<file path="src/rtl/time_entry.sv">
// time_entry: debounced front panel that edits an MM:SS preset and sequences load/start of the countdown
module time_entry #(
  parameter int DEBOUNCE_CYCLES = 1000000
) (
  input  logic       clk,
  input  logic       reset,
  input  logic       btn_sel,
  input  logic       btn_inc,
  input  logic       btn_dec,
  input  logic       btn_start,
  input  logic       btn_clear,
  input  logic       done,
  output logic [3:0] a,
  output logic [3:0] b,
  output logic [3:0] c,
  output logic [3:0] d,
  output logic [1:0] cursor,
  output logic       load,
  output logic       str
);
  localparam int CW = $clog2(DEBOUNCE_CYCLES);
  typedef enum logic [1:0] {EDIT, LOAD, RUN, DONE} state_t;
  state_t state;
  logic [4:0] raw, s1, s2, lvl, prev, press;
  logic [CW-1:0] cnt [5];
  logic [3:0] dig [4];
  logic [3:0] cv, mx, up, dn;
  logic p_clr, p_start, p_sel, p_inc, p_dec, nz;
  assign raw = {btn_clear, btn_start, btn_sel, btn_inc, btn_dec};
  assign {a, b, c, d} = {dig[0], dig[1], dig[2], dig[3]};
  assign p_clr = press[4];
  assign p_start = press[3] & ~press[4];
  assign p_sel = press[2] & ~|press[4:3];
  assign p_inc = press[1] & ~|press[4:2];
  assign p_dec = press[0] & ~|press[4:1];
  assign nz = |{dig[0], dig[1], dig[2], dig[3]};
  assign cv = dig[cursor];
  assign mx = (cursor == 2'd1) ? 4'd5 : 4'd9;
  assign up = (cv == mx) ? 4'd0 : cv + 4'd1;
  assign dn = (cv == 4'd0) ? mx : cv - 4'd1;
  // Two-flop synchronizer and registered rising-edge detector on the accepted levels
  always_ff @(posedge clk or negedge reset)
    if (!reset) begin
      s1 <= '0;
      s2 <= '0;
      prev <= '0;
      press <= '0;
    end else begin
      s1 <= raw;
      s2 <= s1;
      prev <= lvl;
      press <= lvl & ~prev;
    end
  // Debounce: a pending level change must persist DEBOUNCE_CYCLES cycles; reverting restarts the count
  always_ff @(posedge clk or negedge reset)
    if (!reset) begin
      lvl <= '0;
      for (int i = 0; i < 5; i++) cnt[i] <= '0;
    end else begin
      for (int i = 0; i < 5; i++)
        if (s2[i] == lvl[i]) cnt[i] <= '0;
        else if (cnt[i] == CW'(DEBOUNCE_CYCLES - 1)) begin
          cnt[i] <= '0;
          lvl[i] <= s2[i];
        end else cnt[i] <= cnt[i] + 1'b1;
    end
  // Edit/run controller; digits, cursor, load and str are all registered here
  always_ff @(posedge clk or negedge reset)
    if (!reset) begin
      state <= EDIT;
      dig <= '{default: 4'd0};
      cursor <= 2'd0;
      load <= 1'b0;
      str <= 1'b0;
    end else begin
      load <= 1'b0;
      case (state)
        EDIT:
          if (p_clr) begin
            dig <= '{default: 4'd0};
            cursor <= 2'd0;
          end else if (p_start && nz) begin
            state <= LOAD;
            load <= 1'b1;
          end else if (p_sel) cursor <= cursor + 2'd1;
          else if (p_inc) dig[cursor] <= up;
          else if (p_dec) dig[cursor] <= dn;
        LOAD: begin
          state <= RUN;
          str <= 1'b1;
        end
        RUN:
          if (p_clr || p_start) begin
            state <= EDIT;
            str <= 1'b0;
          end else if (done) state <= DONE;
        DONE:
          if (|press) begin
            state <= EDIT;
            str <= 1'b0;
            if (p_clr) begin
              dig <= '{default: 4'd0};
              cursor <= 2'd0;
            end
          end
      endcase
    end
endmodule
</file>
<file path="config.mk">
export PLATFORM = sky130hd
export DESIGN_NAME = time_entry
export DESIGN_NICKNAME = d
export VERILOG_FILES = /design/src/rtl/time_entry.sv
export SDC_FILE = /design/constraint.sdc
export NUM_CORES = 1
export LEC_CHECK = 0
export ABC_CLOCK_PERIOD_IN_PS = 4650
export BUFFER_PORTS_ARGS = -buffer_cell sky130_fd_sc_hd__buf_2
export CAP_MARGIN = 10
export CORE_ASPECT_RATIO = 0.7
export CORE_UTILIZATION = 61
export DETAILED_ROUTE_END_ITERATION = 12
export GPL_TIMING_DRIVEN = 0
export MAX_ROUTING_LAYER = met4
export PLACE_DENSITY_LB_ADDON = 0.1
export REMOVE_ABC_BUFFERS = 1
export SLEW_MARGIN = 20
export SYNTH_ARGS = -nofsm -noshare
export SYNTH_HDL_FRONTEND = slang
export SYNTH_SLANG_ARGS = --single-unit
</file>
<file path="constraint.sdc">
create_clock -name clk -period 4.65 [get_ports clk]
set_input_delay 0.6975 -clock clk [delete_from_list [all_inputs] [get_ports clk]]
set_output_delay 0.6975 -clock clk [all_outputs]
set_load 0.05 [all_outputs]
</file>
==> results of run 1 <==
## layout make-up
type | count | area (um2) | share of cell area
repair buffers | 28 | 173 | 0.0218
clock inverters | 9 | 178 | 0.0224
flip-flops and latches | 147 | 3680 | 0.464
well taps | 153 | 191 | 0.0242
inverters | 23 | 86.3 | 0.0109
multi-input cells | 501 | 3140 | 0.397
clock buffers | 21 | 470 | 0.0594
## stage by stage
step | power [mW] | hold slack, ns | setup slack (ns) | area [um2]
final | 2.87 | 0.181 | 1.67 | 7920
after global placement | 1.39 | 0.334 | 0.883 | 7230
after floorplan | 1.36 | 0.331 | 1.85 | 6910
after detailed placement | 1.40 | 0.336 | 1.75 | 7270
after global routing | 2.96 | 0.197 | 1.51 | 7920
after CTS | 2.90 | 0.190 | 1.71 | 7920
## cells by family after synthesis
group                      Yosys count  synth area share
and+or+nand+nor                    335             0.238
AOI/OAI and AO/OA                   44            0.0420
DFF                                147             0.527
muxes                               11            0.0246
xor gates and xnor gates            98             0.123
buffers and inverters               38            0.0219
adders and majority gates           13            0.0233
## how the worst max path moves through the flow
stage / cells past startpoint / start / slack, ns / to
after global routing: 7 / cursor[0]$_DFFE_PN0P_ / 1.51 / b[2]$_DFFE_PN0P_
after CTS: 7 / cursor[0]$_DFFE_PN0P_ / 1.71 / c[2]$_DFFE_PN0P_
final: 7 / cursor[0]$_DFFE_PN0P_ / 1.67 / c[2]$_DFFE_PN0P_
after global placement: 1 / reset / 0.88 / cnt[40]$_DFF_PN0_
after detailed placement: 7 / cursor[0]$_DFFE_PN0P_ / 1.75 / c[2]$_DFFE_PN0P_
after floorplan: 7 / cursor[0]$_DFFE_PN0P_ / 1.85 / a[2]$_DFFE_PN0P_
## routing by layer
layer,up-vias,routed length (um),global-route usage
li1,2397,-,-
met1,2474,6550,0.366
met2,130,6040,0.377
met3,24,694,0.0524
met4,0,215,0.0940
met5,-,0,-
## cell usage after synthesis (all sizes together), types with 2 or more instances
| library cell | n |
|---|---|
| inv | 23 |
| or2 | 6 |
| nor2b | 8 |
| buf | 3 |
| nand3b | 5 |
| o21ai | 18 |
| nand4 | 15 |
| a21oi | 8 |
| ha | 13 |
| xor2 | 49 |
| nand2 | 45 |
| mux2 | 6 |
| nor2 | 128 |
| and4 | 9 |
| or4 | 3 |
| a22oi | 5 |
| nor3 | 14 |
| mux4 | 4 |
| a31oi | 2 |
| clkbuf | 12 |
| and3 | 14 |
| a21o | 2 |
| xnor2 | 49 |
| a32oi | 2 |
| and2 | 7 |
| or4b | 2 |
| a21boi | 2 |
| nand3 | 47 |
| dfrtp | 147 |
| nor4b | 7 |
| nand2b | 3 |
| or3 | 2 |
| nor4 | 18 |
## power by group
part / switching, mW / internal, mW
logic: 0.0483 / 0.0180
registers: 0.0128 / 1.29
clock network: 0.504 / 0.989
total: 0.565 / 2.30
## flip-flops by register name, indices dropped and copies added (netlist names), 4 cells and up
signal / flops
prev: 5
s2: 5
d: 4
b: 4
lvl: 5
press: 5
cnt: 100
c: 4
a: 4
s1: 5
## critical path: cells and delay by family (launching register included)
kind / cells / cell delay (ns)
fa+ha+maj: 1 / 0.33
flops: 1 / 0.66
buf+inv: 1 / 0.17
mux: 1 / 0.69
simple gates: 1 / 0.47
compound gates: 3 / 0.57
## cells in the final DEF, fill, tap and decap left out, drive strengths merged, types with 6 or more instances in the layout
cell    instances
a21oi           8
and2            7
and3           14
and4            9
buf            28
clkbuf         21
dfrtp         147
ha             13
inv            23
mux2            6
nand2          45
nand3          47
nand4          15
nor2          128
nor2b           8
nor3           14
nor4           18
nor4b           7
o21ai          18
or2             6
xnor2          49
xor2           49
==> impl_metrics.json, run 1 <==
{
  "cts_buffers": 17,
  "slew_viol_final": 0,
  "yosys-top-cells-area": "dfrtp_1, nor2_1, xnor2_1",
  "max_cap_viol_count": 0,
  "avgRoutedWirePerCell_um": 15.3,
  "die-area_mm2": 0.0119,
  "vias": 5025,
  "final_util": 0.714,
  "hold_viol": 0,
  "final-setup-viol-count": 0,
  "worstSetupPathType": "reg -> reg",
  "r2r_end": "c[2]$_DFFE_PN0P_",
  "area_delta_synth_final_pct": 13.6,
  "die_h_um": 91.5,
  "ctsHoldBuffers": 0,
  "cts-root-buf": "clkbuf_16",
  "drive_gt1_frac": 0.107,
  "hold_path.class": "in -> async",
  "first_pass_iters": 5,
  "reg2reg_slack_ns": 1.67,
  "critical_path.slowest_cell": "mux4_1",
  "status": "finished clean",
  "ys_ff_latch": 147,
  "synth_top_area_share": 0.527,
  "syn-cell-area_mm2": 0.00697,
  "dp_cells": 852,
  "core-area_mm2": 0.0111,
  "post-route-period-util": 0.642,
  "path_clk_slew_ns": 0.06,
  "grt_pass1_vias": 4929,
  "synth_edf_count": 0,
  "fmax_mhz": 335,
  "final.min_clock_period_ns": 2.98,
  "yosysTopAreaCell": "dfrtp_1",
  "cp.arrival_ns": 3.30,
  "cts_buffer_depth": 2,
  "initial_core_util": 0.629,
  "clock_skew_ns": 0.00934,
  "gp_congestion": 0.879,
  "antennaDiodeCount": 0,
  "grt_max_degree": 97,
  "setup_tns_ns": 0,
  "worstMarginPinSlew_ns": 0.797,
  "hpwl_um": 8960,
  "tritoncts": "yes",
  "yosysWarnings": 0,
  "grt.total_usage": 0.261,
  "p_leak_nw": 3.53,
  "synth_cell_types": 47,
  "rows": 32,
  "viasPerCell": 5.70,
  "slew_headroom": 0.469,
  "vdd_drop_max_v": 0.000250,
  "rsz0062_at_grt": "no",
  "p_per_area_mw_per_mm2": 362,
  "ant_nets": 0,
  "seq_area_frac_synth": 0.527,
  "antenna_found_initial": 0,
  "drcViolationCount": 0,
  "cts_resized": 0,
  "regToRegStartpoint": "cursor[0]$_DFFE_PN0P_",
  "syn_inst": 686,
  "postSynthAreaPerCell_um2": 10.2,
  "crit_fanout": 11,
  "cp-end-kind": "flip-flop",
  "fin_cells": 882,
  "htree_levels": 4,
  "final_nets": 739,
  "cp.required_ns": 4.97,
  "port_buffers": 27,
  "synth_flop_cell": "dfrtp_1",
  "gr-total-overflow": 0,
  "ioPinCount": 28,
  "insertion_delay_ns": 0.41,
  "cts_num_sinks": 147,
  "drt_wl_total_um": 13500,
  "fill_cells": 801,
  "worstPathCellList": "mux4_1 > inv_1 > ha_1 > or4b_1 > o311ai_1 > a32oi_1 > o21ai_0",
  "async_flop_share": 1.00,
  "cpPeakStageDelay_ns": 0.69,
  "grt_pass1_wl_um": 23300,
  "die_w_um": 130,
  "post-cts-setup-buffer-count": 0,
  "drt-initial-drc-count": 345,
  "reg2reg_depth": 7,
  "crit_path_start_kind": "flip-flop"
}
Power figures use the tool's default switching activity.
==> inputs of run 2 (changes only) <==
ABC_CLOCK_PERIOD_IN_PS = 2940   (was 4650)
clock period = 2.94 ns   (was 4.65 ns; I/O delays follow)
==> run 2 against run 1 <==
  * Critical path depth did not move
  * Largest power group unchanged
  * Setup slack got worse by 1.5 ns
  * Clock skew fell by 0.0012 ns
  * Highest routed layer unchanged
  * Clock power rose by 58%
  * Maximum frequency rose by 8.7%
  * Power rose by 58%
  * Flip-flop and latch count did not move
  * Final cell count rose by 0.34%
==> impl_metrics.json, run 2 (synthesis gave the netlist of run 1 again) <==
{
  "slew_viol_final": 0,
  "die_w_um": 130,
  "setup_tns_ns": 0,
  "dp_cells": 852,
  "cts_num_sinks": 147,
  "cp-end-kind": "flip-flop",
  "regToRegStartpoint": "cursor[0]$_DFFE_PN0P_",
  "initial_core_util": 0.629,
  "gp_congestion": 0.879,
  "p_leak_nw": 3.54,
  "drive_gt1_frac": 0.111,
  "final_common_cell": "dfrtp_1",
  "viasPerCell": 5.71,
  "ioPinCount": 28,
  "regMostFlops": "cnt",
  "drt-initial-drc-count": 348,
  "drcViolationCount": 0,
  "reg2reg_slack_ns": 0.20,
  "worstSetupPathType": "reg -> reg",
  "antennaDiodeCount": 0,
  "status": "finished clean",
  "first_pass_iters": 5,
  "htree_levels": 4,
  "post-route-period-util": 0.933,
  "hold_viol": 0,
  "total_power_mw": 4.54,
  "grt.total_usage": 0.261,
  "cp.required_ns": 3.25,
  "vdd_drop_max_v": 0.000394,
  "grt_pass1_vias": 4929,
  "port_buffers": 27,
  "max_cap_viol_count": 0,
  "setup.worst_path.start": "cursor[0]$_DFFE_PN0P_",
  "rows": 32,
  "rsz0062_at_grt": "no",
  "ant_nets": 0,
  "grt_max_degree": 97,
  "avgRoutedWirePerCell_um": 15.2,
  "cts_buffers": 17,
  "final_nets": 742,
  "crit_path_start_kind": "flip-flop",
  "die-area_mm2": 0.0119,
  "clock_skew_ns": 0.00818,
  "min-delay-start": "btn_dec",
  "largest_reg_flops": 100,
  "crit_path_end": "a[2]$_DFFE_PN0P_",
  "gr-total-overflow": 0,
  "hpwl_um": 8960,
  "crit_fanout": 9,
  "cts_buffer_depth": 2,
  "cts-root-buf": "clkbuf_16",
  "final.min_clock_period_ns": 2.74,
  "cp.arrival_ns": 3.06,
  "tritoncts": "yes",
  "slew_headroom": 0.473,
  "insertion_delay_ns": 0.41,
  "worstMarginPinSlew_ns": 0.784,
  "reg2reg_depth": 7,
  "die_h_um": 91.5,
  "core-area_mm2": 0.0111,
  "path_clk_slew_ns": 0.06,
  "area_delta_synth_final_pct": 13.9,
  "fin_cells": 885,
  "drt_wl_total_um": 13500,
  "p_per_area_mw_per_mm2": 571,
  "final_cell_mix": "dfrtp_1, nor2_1, xor2_1, xnor2_1, nand3_1",
  "r2r_end": "a[2]$_DFFE_PN0P_",
  "hold_path.class": "in -> reg",
  "grt_pass1_wl_um": 23300,
  "antenna_found_initial": 0,
  "final-setup-viol-count": 0,
  "vias": 5057,
  "fmax_mhz": 364
}
## run 2: cell types whose count changed in the layout (fill, tap and decap cells not counted), sizes merged
cell	before	now
buf	28	30
dlygate4sd3	0	1
## run 2: worst min path at each step
stage,depth (start not counted),to
6_report,1,s1[0]$_DFF_PN0_
5_1_grt,1,s1[3]$_DFF_PN0_
4_1_cts,1,s1[3]$_DFF_PN0_
3_5_place_dp,0,s2[4]$_DFF_PN0_
3_3_place_gp,0,s2[1]$_DFF_PN0_
2_1_floorplan,0,a[0]$_DFFE_PN0P_
## run 2: worst max-delay path, cell delays in order, from the launching register on
cell and delay [ns]:
dfrtp_2 0.48, mux4_1 0.65, inv_1 0.17, ha_1 0.33
or4b_1 0.46, o311ai_1 0.11, a32oi_1 0.19, o21ai_0 0.25
## run 2: stage by stage
step            util  setup WS (ns)  hold slack [ns]  area, um2
2_1_floorplan      -          0.139            0.145       6910
3_3_place_gp   0.652         -0.570            0.334       7230
3_5_place_dp   0.656         0.0369            0.336       7270
4_1_cts        0.715          0.151            0.117       7930
5_1_grt        0.716         0.0571            0.122       7950
6_report       0.716          0.196            0.135       7950
## run 2: layer usage
| metal | track usage | up-vias | share of wire |
|---|---|---|---|
| met3 | 0.0524 | 24 | 0.050 |
| met1 | 0.366 | 2481 | 0.48 |
| met2 | 0.377 | 146 | 0.45 |
| met4 | 0.0940 | 0 | 0.015 |
| li1 | - | 2406 | - |
| met5 | - | - | 0 |
## run 2: repair_timing
action,in CTS,in global routing
setup endpoints to repair,1,4
pin swaps,0,0
setup buffers,0,2
endpoints found under the hold margin,51,0
hold buffers,1,0
gates resized for setup,1,0
## run 2: power breakdown
part	internal, mW	leakage, nW	switching [mW]	total (mW)
clock network	1.56	0.319	0.798	2.36
registers	2.05	2.02	0.0201	2.07
logic	0.0291	1.21	0.0767	0.106
## run 2: area by class of cell
cell class,count,area [um2]
clock buffer,21,470
clock inverter,9,178
tap,153,191
inverter,23,86.3
timing repair buffer,31,198
fill,802,3140
sequential,147,3680
multi-input combinational,501,3140
==> inputs of run 3 (changes only) <==
CELL_PAD_IN_SITES_DETAIL_PLACEMENT = 1   (was unset)
CELL_PAD_IN_SITES_GLOBAL_PLACEMENT = 1   (was unset)
CORE_UTILIZATION = 49   (was 61)
==> run 3 against run 2 <==
  * Maximum frequency is 2.6% lower
  * Via count rose by 1.6%
  * Final cell count rose by 4.2%
  * Setup slack got worse by 0.072 ns
  * Routed wire length up 20%
  * Non-clock buffer count decreased by 2
  * Die area increased by 24%
  * Clock-buffer cell count shrank 2
  * Core utilization down 14 points
  * Flip-flop and latch count is the same
  * Critical endpoint is now d[2]$_DFFE_PN0P_
==> impl_metrics.json, run 3 (synthesis gave the netlist of run 1 again) <==
{
  "status": "finished clean",
  "vias": 5140,
  "dp_cells": 889,
  "wl_met1_um": 7790,
  "grt_pass1_wl_um": 27500,
  "cts_num_sinks": 147,
  "max_cap_viol_count": 0,
  "first_pass_iters": 4,
  "area_delta_synth_final_pct": 14.7,
  "final-setup-viol-count": 0,
  "largest_reg_flops": 100,
  "fmax_mhz": 355,
  "regMostFlops": "cnt",
  "p_clk_frac": 0.531,
  "reg2reg_slack_ns": 0.12,
  "die-area_mm2": 0.0147,
  "swShare": 0.215,
  "cp.arrival_ns": 3.15,
  "p_leak_nw": 3.53,
  "crit_fanout": 11,
  "slew_viol_final": 0,
  "fill_cells": 1538,
  "internal-power_mw": 3.64,
  "cts_buffer_depth": 2,
  "ioPinCount": 28,
  "path_clk_slew_ns": 0.06,
  "final_nets": 740,
  "hpwl_um": 11000,
  "grt_pass1_vias": 5445,
  "vdd_drop_max_v": 0.000361,
  "p_seq_frac": 0.446,
  "final.min_clock_period_ns": 2.82,
  "antenna_found_initial": 0,
  "top_layer_used": "met4",
  "rows": 36,
  "worstMarginPinSlew_ns": 0.814,
  "htree_levels": 4,
  "cts_buffers": 17,
  "initial_core_util": 0.501,
  "final_common_cell": "dfrtp_1",
  "register_area_mm2": 0.00368,
  "multi_input_area_mm2": 0.00314,
  "hold_viol": 0,
  "p_switching_mw": 0.996,
  "antennaDiodeCount": 0,
  "drcViolationCount": 0,
  "cp.required_ns": 3.28,
  "tritoncts": "yes",
  "gp_congestion": 0.828,
  "route.met3.wl_um": 483,
  "post-cts-setup-buffer-count": 0,
  "core-area_mm2": 0.0139,
  "post-route-period-util": 0.958,
  "die_w_um": 145,
  "drt-initial-drc-count": 265,
  "worstSetupPathType": "reg -> reg",
  "viasPerCell": 5.57,
  "slew_headroom": 0.450,
  "grt_max_degree": 98,
  "combPwrFrac": 0.023,
  "rsz0062_at_grt": "yes",
  "cp-end-kind": "flip-flop",
  "worst_slack_ns": 0.124,
  "place_ws_ns": 0.00783,
  "final_util": 0.575,
  "insertion_delay_ns": 0.42,
  "crit_path_start_kind": "flip-flop",
  "gr-total-overflow": 0,
  "fin_cells": 922,
  "cts-root-buf": "clkbuf_16",
  "drive_gt1_frac": 0.112,
  "hold_path.class": "in -> reg",
  "avgRoutedWirePerCell_um": 17.6,
  "drt_wl_total_um": 16200,
  "p_per_area_mw_per_mm2": 580,
  "die_h_um": 102,
  "ant_nets": 0,
  "clock_skew_ns": 0.00714,
  "wl_met2_um": 7640,
  "final_cell_mix": "dfrtp_1, nor2_1, xor2_1, xnor2_1, nand3_1",
  "port_buffers": 27,
  "grt.total_usage": 0.251
}
## run 3: cell count changes in the layout (fill, tap and decap cells not counted), moves of 2 or more
cell | before | now
clkinv_2 | 2 | 0
buf_4 | 2 | 0
clkinvlp_4 | 0 | 3
inv_6 | 0 | 3
## run 3: repair_timing
item | 4_1_cts | 5_1_grt
gates resized for setup | 1 | 0
hold endpoints to repair | 50 | 0
pin swaps | 0 | 0
endpoints found under the setup margin | 2 | 6
gates cloned | 0 | 0
hold buffers | 1 | 0
## run 3: path summary, 6_finish.rpt
| check | depth (start not counted) | start | endpoint |
|---|---|---|---|
| setup reg to reg | 7 | cursor[0]$_DFFE_PN0P_ | d[2]$_DFFE_PN0P_ |
| hold / removal | 1 | btn_inc | s1[1]$_DFF_PN0_ |
| hold reg to reg | 0 | s1[4]$_DFF_PN0_ | s2[4]$_DFF_PN0_ |
| max in group asynchronous | 3 | reset | cursor[0]$_DFFE_PN0P_ |
| setup / recovery | 7 | cursor[0]$_DFFE_PN0P_ | d[2]$_DFFE_PN0P_ |
| min in group asynchronous | 2 | reset | cnt[9]$_DFF_PN0_ |
## run 3: critical path, stage by stage, from the launching register on
cell      delay [ns]
dfrtp_2         0.51
mux4_1          0.66
inv_1           0.16
ha_1            0.34
or4b_1          0.47
o311ai_1        0.12
a32oi_1         0.21
o21ai_0         0.25
## run 3: through the flow
step / power (mW) / instance area (um2) / TNS [ns] / hold slack [ns]
finish: 4.64 / 8000 / 0 / 0.118
global placement: 2.20 / 7280 / -95.17 / 0.332
CTS: 4.69 / 8000 / 0 / 0.100
detailed placement: 2.22 / 7320 / 0 / 0.338
global route: 4.79 / 8000 / -0.248 / 0.0985
floorplan: 2.14 / 6910 / 0 / 0.145
## run 3: cell type report
type / count / share of cell area
Multi-Input combinational cell: 501 / 0.393
Clock buffer: 19 / 0.0566
Timing Repair Buffer: 29 / 0.0228
Clock inverter: 13 / 0.0274
Sequential cell: 147 / 0.460
Tap cell: 190 / 0.0297
Inverter: 23 / 0.0108
## run 3: layer usage
| layer | global-route usage | vias up |
|---|---|---|
| met1 | 0.330 | 2617 |
| met2 | 0.394 | 85 |
| met4 | 0.0939 | 0 |
| met5 | - | - |
| li1 | - | 2406 |
| met3 | 0.0417 | 32 |
## run 3: power by group through the flow
stage	sequential, mW	combinational (mW)	clock (mW)
after global routing	2.07	0.128	2.59
after CTS	2.07	0.114	2.51
after floorplan	2.10	0.0451	0
after global placement	2.10	0.101	0
final	2.07	0.109	2.46
after detailed placement	2.11	0.112	0
